$ cat src/rtl/lc3_regfile_wb_if.sv
// Write-back bus bundle between the LC-3 datapath and the register file.
// slave : register file side (consumes bus/ir/load strobes, drives operands + flags)
// master: datapath/control side (drives bus/ir/load strobes, consumes operands + flags)
interface lc3_regfile_wb_if #(
  parameter int unsigned DATA_W = 16
);
  logic [DATA_W-1:0] bus_in_i;   // datapath bus value
  logic [15:0]       ir_i;       // instruction register
  logic              ld_reg_i;   // load destination register
  logic              ld_cc_i;    // load NZP
  logic              ld_ben_i;   // load BEN
  logic              drmux_i;    // 0: ir[11:9], 1: R7
  logic              sr1mux_i;   // 0: ir[11:9], 1: ir[8:6]
  logic [DATA_W-1:0] sr1_out_o;  // R[sr1], combinational
  logic [DATA_W-1:0] sr2_out_o;  // R[ir[2:0]], combinational
  logic [2:0]        nzp_out_o;  // {N,Z,P}
  logic              ben_out_o;  // branch enable

  modport slave (
    input  bus_in_i, ir_i, ld_reg_i, ld_cc_i, ld_ben_i, drmux_i, sr1mux_i,
    output sr1_out_o, sr2_out_o, nzp_out_o, ben_out_o
  );

  modport master (
    output bus_in_i, ir_i, ld_reg_i, ld_cc_i, ld_ben_i, drmux_i, sr1mux_i,
    input  sr1_out_o, sr2_out_o, nzp_out_o, ben_out_o
  );
endinterface

$ cat src/rtl/lc3_regfile_wb.sv
// LC-3 write-back register file: eight GPRs, NZP condition codes and BEN flag.
// Ports:
//   clk  - rising-edge clock
//   rst  - asynchronous active-high reset, clears all state
//   rf   - lc3_regfile_wb_if.slave: bus value, ir, load strobes, mux selects in;
//          SR1/SR2 operands (combinational reads), NZP and BEN (registered) out
module lc3_regfile_wb #(
  parameter int unsigned DATA_W = 16
) (
  input  logic             clk,
  input  logic             rst,
  lc3_regfile_wb_if.slave  rf
);
  localparam int unsigned NREG = 8;
  localparam int unsigned AW   = 3;

  logic [DATA_W-1:0] regs_q [NREG];
  logic [DATA_W-1:0] regs_d [NREG];
  logic [2:0]        nzp_q, nzp_d;
  logic              ben_q, ben_d;
  logic [AW-1:0]     dr, sr1, sr2;

  // ir[15:12] and ir[5:3] are decoded elsewhere in the datapath
  logic unused_ir;
  assign unused_ir = ^{rf.ir_i[15:12], rf.ir_i[5:3]};

  // Register address decode, follows ir and mux selects combinationally
  always_comb begin
    dr  = rf.drmux_i  ? AW'(3'b111)  : rf.ir_i[11:9];
    sr1 = rf.sr1mux_i ? rf.ir_i[8:6] : rf.ir_i[11:9];
    sr2 = rf.ir_i[2:0];
  end

  // Next-state: write, condition codes and branch enable are independent
  always_comb begin
    regs_d = regs_q;
    nzp_d  = nzp_q;
    ben_d  = ben_q;
    if (rf.ld_reg_i) begin
      regs_d[dr] = rf.bus_in_i;
    end
    if (rf.ld_cc_i) begin
      if (rf.bus_in_i[DATA_W-1])      nzp_d = 3'b100;
      else if (rf.bus_in_i == '0)     nzp_d = 3'b010;
      else                            nzp_d = 3'b001;
    end
    // BEN samples the pre-edge NZP even when ld_cc fires in the same cycle
    if (rf.ld_ben_i) begin
      ben_d = (rf.ir_i[11] & nzp_q[2]) | (rf.ir_i[10] & nzp_q[1]) | (rf.ir_i[9] & nzp_q[0]);
    end
  end

  // State registers
  always_ff @(posedge clk or posedge rst) begin
    if (rst) begin
      for (int i = 0; i < int'(NREG); i++) begin
        regs_q[i] <= '0;
      end
      nzp_q <= 3'b000;
      ben_q <= 1'b0;
    end else begin
      regs_q <= regs_d;
      nzp_q  <= nzp_d;
      ben_q  <= ben_d;
    end
  end

  // Reads come straight from the registers: no write-through bypass
  assign rf.sr1_out_o = regs_q[sr1];
  assign rf.sr2_out_o = regs_q[sr2];
  assign rf.nzp_out_o = nzp_q;
  assign rf.ben_out_o = ben_q;
endmodule

$ cat src/flat_wrapper.sv
// flat-port wrapper written by rule: the top's interface ports become plain ports
module lc3_regfile_wb_flat 
#(
  parameter int unsigned DATA_W = 16
)
  (clk, rst, rf_bus_in_i, rf_ir_i, rf_ld_reg_i, rf_ld_cc_i, rf_ld_ben_i, rf_drmux_i, rf_sr1mux_i, rf_sr1_out_o, rf_sr2_out_o, rf_nzp_out_o, rf_ben_out_o);
  lc3_regfile_wb_if #(.DATA_W(DATA_W)) rf_i ();
  input  logic clk;
  input  logic rst;
  input wire logic [$bits(rf_i.bus_in_i)-1:0] rf_bus_in_i;
  input wire logic [$bits(rf_i.ir_i)-1:0] rf_ir_i;
  input wire logic [$bits(rf_i.ld_reg_i)-1:0] rf_ld_reg_i;
  input wire logic [$bits(rf_i.ld_cc_i)-1:0] rf_ld_cc_i;
  input wire logic [$bits(rf_i.ld_ben_i)-1:0] rf_ld_ben_i;
  input wire logic [$bits(rf_i.drmux_i)-1:0] rf_drmux_i;
  input wire logic [$bits(rf_i.sr1mux_i)-1:0] rf_sr1mux_i;
  output wire logic [$bits(rf_i.sr1_out_o)-1:0] rf_sr1_out_o;
  output wire logic [$bits(rf_i.sr2_out_o)-1:0] rf_sr2_out_o;
  output wire logic [$bits(rf_i.nzp_out_o)-1:0] rf_nzp_out_o;
  output wire logic [$bits(rf_i.ben_out_o)-1:0] rf_ben_out_o;
  assign rf_i.bus_in_i = rf_bus_in_i;
  assign rf_i.ir_i = rf_ir_i;
  assign rf_i.ld_reg_i = rf_ld_reg_i;
  assign rf_i.ld_cc_i = rf_ld_cc_i;
  assign rf_i.ld_ben_i = rf_ld_ben_i;
  assign rf_i.drmux_i = rf_drmux_i;
  assign rf_i.sr1mux_i = rf_sr1mux_i;
  assign rf_sr1_out_o = rf_i.sr1_out_o;
  assign rf_sr2_out_o = rf_i.sr2_out_o;
  assign rf_nzp_out_o = rf_i.nzp_out_o;
  assign rf_ben_out_o = rf_i.ben_out_o;
  lc3_regfile_wb #(.DATA_W(DATA_W)) u_core (.clk(clk), .rst(rst), .rf(rf_i));
endmodule
$ cat config.mk
export PLATFORM = sky130hd
export DESIGN_NAME = lc3_regfile_wb_flat
export DESIGN_NICKNAME = d
export VERILOG_FILES = /design/src/rtl/lc3_regfile_wb_if.sv /design/src/rtl/lc3_regfile_wb.sv /design/src/flat_wrapper.sv
export SDC_FILE = /design/constraint.sdc
export NUM_CORES = 1
export LEC_CHECK = 0
export BUFFER_PORTS_ARGS = -buffer_cell sky130_fd_sc_hd__buf_2
export CAP_MARGIN = 10
export CELL_PAD_IN_SITES_DETAIL_PLACEMENT = 1
export CELL_PAD_IN_SITES_GLOBAL_PLACEMENT = 1
export CORE_MARGIN = 3
export CORE_UTILIZATION = 48
export CTS_CLUSTER_DIAMETER = 120
export DETAILED_ROUTE_END_ITERATION = 16
export PLACE_DENSITY = 0.81
export SLEW_MARGIN = 15
export SYNTH_ARGS = -nofsm -noshare
export SYNTH_HDL_FRONTEND = slang
export SYNTH_SLANG_ARGS = --single-unit
export TNS_END_PERCENT = 5
$ cat constraint.sdc
create_clock -name clk -period 12.3 [get_ports clk]
set_clock_uncertainty 0.1 [all_clocks]
set_input_delay 2.46 -clock clk [delete_from_list [all_inputs] [get_ports clk]]
set_output_delay 2.46 -clock clk [all_outputs]
set_load 0.005 [all_outputs]
==> flow_summary_export.csv, run 1 <==
group,metric,value,unit
run_status,outcome,"complete, no violations",
setup_path,cp-start-kind,"input port",
clock_tree,htree_levels,4,
floorplan,die_area,0.0166,mm2
timing,max_slew_margin,23.4,%
clock_tree,cts_hold_buffers,0,
grt,grt_max_degree,87,
clock_tree,cts_made_buffers,17,
setup_path,crit_family,"multiplexers",
layout,final_common_cell,"mux2_2",
placement,io_buffers,67,
floorplan,initial_core_util,49.6,%
pwr,power.density,177,mW/mm2
drt,routed_wirelength,19800,um
synthesis,syn_nets,536,
layout,area_growth,14.2,%
job,cap_violations,0,
setup_path,max_stage_delay,620,ps
synthesis,ys_ff_latch,132,
clock_tree,cts_buffer_depth,2,
clock_tree,post_cts_buffers,0,
clock_tree,cts_resized,0,
synthesis,seq_area_frac_synth,45.5,%
synthesis,yosys.cell_types.count,45,
timing,finalSetupViolations,0,
floorplan,row_count,44,
drt,wl_per_cell,26.3,um
setup_path,crit_fanout,26,
timing,finalWorstSetupSlack,4830,ps
grt,grt_antenna_before_repair,1,
synthesis,yosys_most_used_dff,"dfrtp_1",
synthesis,synth-async-reset-ratio,100,%
timing,finalHoldViolCount,0,
timing,drv_slew,0,
setup_path,slowest_stage,"mux4_1",
floorplan,io_pins,75,
floorplan,fp.dieW,129,um
placement,dp_hpwl,11600,um
synthesis,syn_inst,497,
setup_path,critPathArrivalTime,4910,ps
layout,drive_above_1_share,53.8,%
setup_path,cp_cell_sequence,"buf_2 > mux2i_4 > buf_4 > mux4_1 > nor2_1 > a31oi_1 > buf_2",
floorplan,core,0.0146,mm2
timing,layout_worst_path_cycle_share,60.7,%
drt,vias,4859,
hold_path,hold_class,"reg2reg",
drt,avgViaCountPerCell,6.45,
setup_path,critPathKind,"in2out",
grt,grtUsageTotal,24.7,%
grt,grt_first_pass_wirelength,30500,um
clock_tree,clock-sinks,132,
drt,drc,0,
synthesis,ys.warnings.count,0,
synthesis,synth_edf_count,0,
layout,most-common-layout-cells,"mux2_2, dfrtp_1, buf_2",
grt,grt_pass1_vias,5278,
clock_tree,clk_pin_slew,50,ps
setup_path,crit_required,9740,ps
timing,tns,0,ps
layout,fin_nets,597,
synthesis,synth_area,0.00726,mm2
setup_path,crit_path_frequent_cell,"buf_2",
drt,first_iter_violations,434,
layout,antenna_cells,0,
placement,globalplace.congestion,0.729,
timing,rsz0062_at_grt,"false",
grt,grt_overflow,0,
pwr,ir_drop,99.3,uV
placement,dpl_worst_slack,4860,ps
clock_tree,root_buffer,"clkbuf_16",
synthesis,avgSynthCellArea,14.6,um2
clock_tree,cts_tree,"done",
clock_tree,clk-insertion-delay-late,420,ps
pwr,p_leak,0.00359,uW
setup_path,cp-end-kind,"output port",
drt,drt-pass1-iter-count,5,
setup_path,path_buf_inv,3,
floorplan,die_h,129,um
timing,tightestPinTransition,1150,ps
timing,fmax,134,MHz
timing,min_period,7470,ps
drt,ant_nets,0,
layout,n_fill_cell,1419,
-- synth_stat cells (2+ instances only) --
cell | number | share of area, %
a211o_1 | 5 | 0.60
a21oi_1 | 3 | 0.21
a31o_2 | 5 | 0.60
buf_12 | 2 | 0.55
buf_2 | 14 | 0.97
buf_4 | 3 | 0.31
buf_6 | 4 | 0.62
clkbuf_1 | 12 | 0.62
dfrtp_1 | 132 | 46
inv_1 | 4 | 0.21
mux2_1 | 2 | 0.31
mux2_2 | 145 | 22
mux2i_1 | 18 | 2.5
mux2i_4 | 2 | 0.62
mux4_1 | 9 | 3.3
mux4_2 | 42 | 13
nand2_1 | 32 | 1.7
nand2b_1 | 2 | 0.17
nor2_1 | 6 | 0.31
nor3_2 | 2 | 0.28
nor3b_1 | 2 | 0.21
nor4_1 | 4 | 0.34
o211ai_1 | 6 | 0.62
o21ai_0 | 11 | 0.76
o221ai_1 | 5 | 0.60
o22ai_1 | 6 | 0.52
-- logic make-up after synthesis --
| group | after synthesis | synth area share (%) |
|---|---|---|
| muxes | 218 | 42.2 |
| DFF | 132 | 45.5 |
| and+or+nand+nor | 56 | 3.90 |
| AOI/OAI and AO/OA | 51 | 5.08 |
| buffers and inverters | 40 | 3.33 |
-- power by group --
group	switching (uW)	internal, uW
Sequential	76.0	530
Clock	189	342
Combinational	132	199
-- flip-flops by register name, summed over array words and instances, names as in the netlist --
register             count
u_core.regs_q          128
u_core.rf.ben_out_o      1
u_core.rf.nzp_out_o      3
-- worst register-to-register path, cell delays in order (launching register included) --
cell	delay (ps)
dfrtp_1	390
a222oi_1	350
a21oi_1	110
-- stage by stage --
step                util, %  std cells  instance area [um2]  power, uW  hold WS (ps)
global placement       52.5        723                 7680        912           389
global route           56.6        753                 8290       1540           426
finish                 56.6        753                 8290       1470           411
CTS                    56.6        753                 8290       1480           413
floorplan                 -        497                 7260        830           368
detailed placement     52.5        723                 7680        938           400
-- per-layer routing --
layer / part of all wire [%] / global-route usage [%] / wire length (um) / vias to the layer above
met5: 0.035 / 0 / 7 / -
met4: 1.7 / 8.59 / 327 / 2
met3: 5.4 / 6.10 / 1070 / 32
met2: 51 / 40.3 / 10100 / 154
met1: 42 / 32.4 / 8230 / 2618
li1: - / - / - / 2053
-- area by class of cell --
type                       count  area [um2]  share of cell area (%)
multi-input combinational    325        3710                    44.8
sequential                   132        3300                    39.8
clock buffer                  21         450                    5.43
timing repair buffer          78         422                    5.09
tap                          184         230                    2.78
clock inverter                 9         154                    1.86
inverter                       4        17.5                   0.211
-- worst paths after layout --
| kind | startpoint | end | slack [ps] | cells past startpoint |
|---|---|---|---|---|
| setup reg to reg | u_core.rf.nzp_out_o[2] | u_core.rf.ben_out_o | 11230 | 2 |
| hold reg to reg | u_core.regs_q[52] | u_core.regs_q[52] | 410 | 1 |
| setup / recovery | rf_sr1mux_i | rf_sr1_out_o[14] | 4830 | 7 |
| min in group asynchronous | rst | u_core.regs_q[40] | 2010 | 2 |
| hold / removal | u_core.regs_q[52] | u_core.regs_q[52] | 410 | 1 |
| max in group asynchronous | rst | u_core.rf.ben_out_o | 8890 | 3 |
Power figures use the tool's default switching activity.
==> run 2, diff against run 1 <==
--- a/config.mk
+++ b/config.mk
@@ -10,10 +10,10 @@
 export CELL_PAD_IN_SITES_DETAIL_PLACEMENT = 1
 export CELL_PAD_IN_SITES_GLOBAL_PLACEMENT = 1
 export CORE_MARGIN = 3
-export CORE_UTILIZATION = 48
+export CORE_UTILIZATION = 45
 export CTS_CLUSTER_DIAMETER = 120
 export DETAILED_ROUTE_END_ITERATION = 16
-export PLACE_DENSITY = 0.81
+export PLACE_DENSITY = 0.8
 export SLEW_MARGIN = 15
 export SYNTH_ARGS = -nofsm -noshare
 export SYNTH_HDL_FRONTEND = slang
==> constraint.sdc (replaced) <==
create_clock -name clk -period 6 [get_ports clk]
set_clock_uncertainty 0.1 [all_clocks]
set_input_delay 1.2 -clock clk [delete_from_list [all_inputs] [get_ports clk]]
set_output_delay 1.2 -clock clk [all_outputs]
set_load 0.005 [all_outputs]
==> run 2 against run 1 <==
  * Worst hold slack better by 13 ps
  * Sequential cell count unchanged
  * Sequential share of layout area hardly changed
  * Power up 100%
  * Clock power grew 90%
  * Non-clock buffer count grew 1
  * Critical path depth unchanged
  * Setup slack lost 3500 ps
  * Largest cell class unchanged
  * Combinational power up 100%
==> flow_summary_export.csv, run 2 (synthesis gave the netlist of run 1 again) <==
group,metric,value,unit
run_status,outcome,"complete, no violations",
hold_path,hold_start,"u_core.regs_q[48]",
setup_path,reg2reg_depth,2,
grt,use_met2,39.3,%
floorplan,die_h,133,um
layout,regMostFlops,"u_core.regs_q",
layout,seq_area,0.00330,mm2
setup_path,r2r_setup_slack,4930,ps
layout,n_fill_cell,1494,
layout,fin_area,0.00830,mm2
clock_tree,post_cts_buffers,0,
clock_tree,cts_tree,"done",
timing,fmax,213,MHz
floorplan,die_area,0.0177,mm2
floorplan,row_count,45,
clock_tree,clk_pin_slew,60,ps
floorplan,io_pins,75,
layout,most-common-layout-cells,"mux2_2, dfrtp_1, buf_2",
setup_path,cp-end-kind,"output port",
setup_path,crit_fanout,31,
timing,rsz0062_at_grt,"false",
grt,grt_pass1_vias,5341,
pwr,power,2930,uW
clock_tree,cts_hold_buffers,0,
grt,grt_first_pass_wirelength,31200,um
pwr,power.density,354,mW/mm2
grt,grt_max_degree,88,
layout,final_common_cell,"mux2_2",
timing,layout_worst_path_cycle_share,78.2,%
setup_path,r2r-start,"u_core.rf.nzp_out_o[2]",
timing,tns,0,ps
clock_tree,cts_resized,0,
placement,globalplace.congestion,0.798,
clock_tree,cts_made_buffers,17,
clock_tree,clock-sinks,132,
grt,use_met1,30.0,%
setup_path,critPathArrivalTime,3390,ps
drt,routed_wirelength,19700,um
clock_tree,cts_buffer_depth,2,
timing,finalHoldViolCount,0,
drt,ant_nets,0,
timing,max_slew_margin,22.0,%
setup_path,cp-start-kind,"input port",
layout,fin_cells,782,
setup_path,critPathKind,"in2out",
drt,wl_per_cell,25.2,um
layout,area_growth,14.3,%
layout,fin_nets,598,
layout,antenna_cells,0,
job,cap_violations,0,
timing,tightestPinTransition,1170,ps
placement,dp.cells,751,
placement,place_area,0.00772,mm2
clock_tree,htree_levels,4,
hold_path,hold_class,"reg2reg",
drt,vias,4867,
clock_tree,clk-insertion-delay-late,430,ps
layout,largest_reg_flops,128,
grt,grtUsageTotal,23.5,%
placement,io_buffers,67,
hold_path,min_to,"u_core.regs_q[48]",
setup_path,r2r-end,"u_core.rf.ben_out_o",
timing,min_period,4690,ps
floorplan,core,0.0155,mm2
grt,use_met3,5.63,%
drt,first_iter_violations,342,
layout,multi_input_area,0.00371,mm2
setup_path,crit_required,4700,ps
grt,top_usage_layer,"met2",
floorplan,fp.dieW,133,um
grt,grt_antenna_before_repair,0,
pwr,ir_drop,237,uV
hold_path,hold-path-cell-count,1,
layout,drive_above_1_share,53.8,%
pwr,p_leak,0.00358,uW
timing,drv_slew,0,
timing,finalSetupViolations,0,
floorplan,initial_core_util,46.9,%
drt,avgViaCountPerCell,6.22,
drt,drc,0,
drt,drt-pass1-iter-count,5,
clock_tree,root_buffer,"clkbuf_16",
placement,dp_hpwl,12400,um
grt,grt_overflow,0,
run 2: cell types whose count changed in the layout (fill, tap and decap cells not counted), sizes merged:
cell / previous run / this run
bufinv: 4 / 2
clkbuf: 21 / 23
clkinv: 2 / 4
buf: 78 / 79
inv: 5 / 4
run 2: final cells by class:
class / instances / area share (%)
flip-flops and latches: 132 / 39.8
repair buffers: 79 / 5.13
inverters: 4 / 0.241
clock inverters: 8 / 1.24
well taps: 211 / 3.18
multi-input cells: 325 / 44.8
clock buffers: 23 / 5.64
run 2: critical path: stages:
cell,delay (ps)
buf_2,450
mux2i_4,320
buf_4,470
mux4_1,630
nand2_1,90
nand2_1,70
buf_2,130
run 2: how the worst max path moves through the flow:
stage                startpoint  depth (start not counted)          endpoint
finish              rf_sr1mux_i                          7   rf_sr1_out_o[6]
global route        rf_sr1mux_i                          7   rf_sr1_out_o[6]
CTS                 rf_sr1mux_i                          7   rf_sr1_out_o[6]
detailed placement  rf_sr1mux_i                          7   rf_sr1_out_o[5]
global placement    rf_sr1mux_i                          7   rf_sr1_out_o[7]
floorplan                   rst                          1  u_core.regs_q[0]
run 2: power by group:
part	leakage, uW	switching [uW]	internal (uW)
combinational	0.00169	268	408
sequential	0.00161	157	1090
clock	0.000273	384	630
total	0.00358	809	2130
run 2: metrics by stage:
step / hold WS [ps] / util [%] / setup slack, ps
6_report: 424 / 53.6 / 1310
3_5_place_dp: 405 / 49.9 / 1290
2_1_floorplan: 368 / - / 1170
5_1_grt: 442 / 53.6 / 1180
4_1_cts: 418 / 53.6 / 1280
3_3_place_gp: 381 / 49.9 / 1370
run 2: layer usage:
metal	wire length [um]	share of wire (%)
met1	8400	43
met5	0	0
met3	881	4.5
met4	384	1.9
met2	10000	51
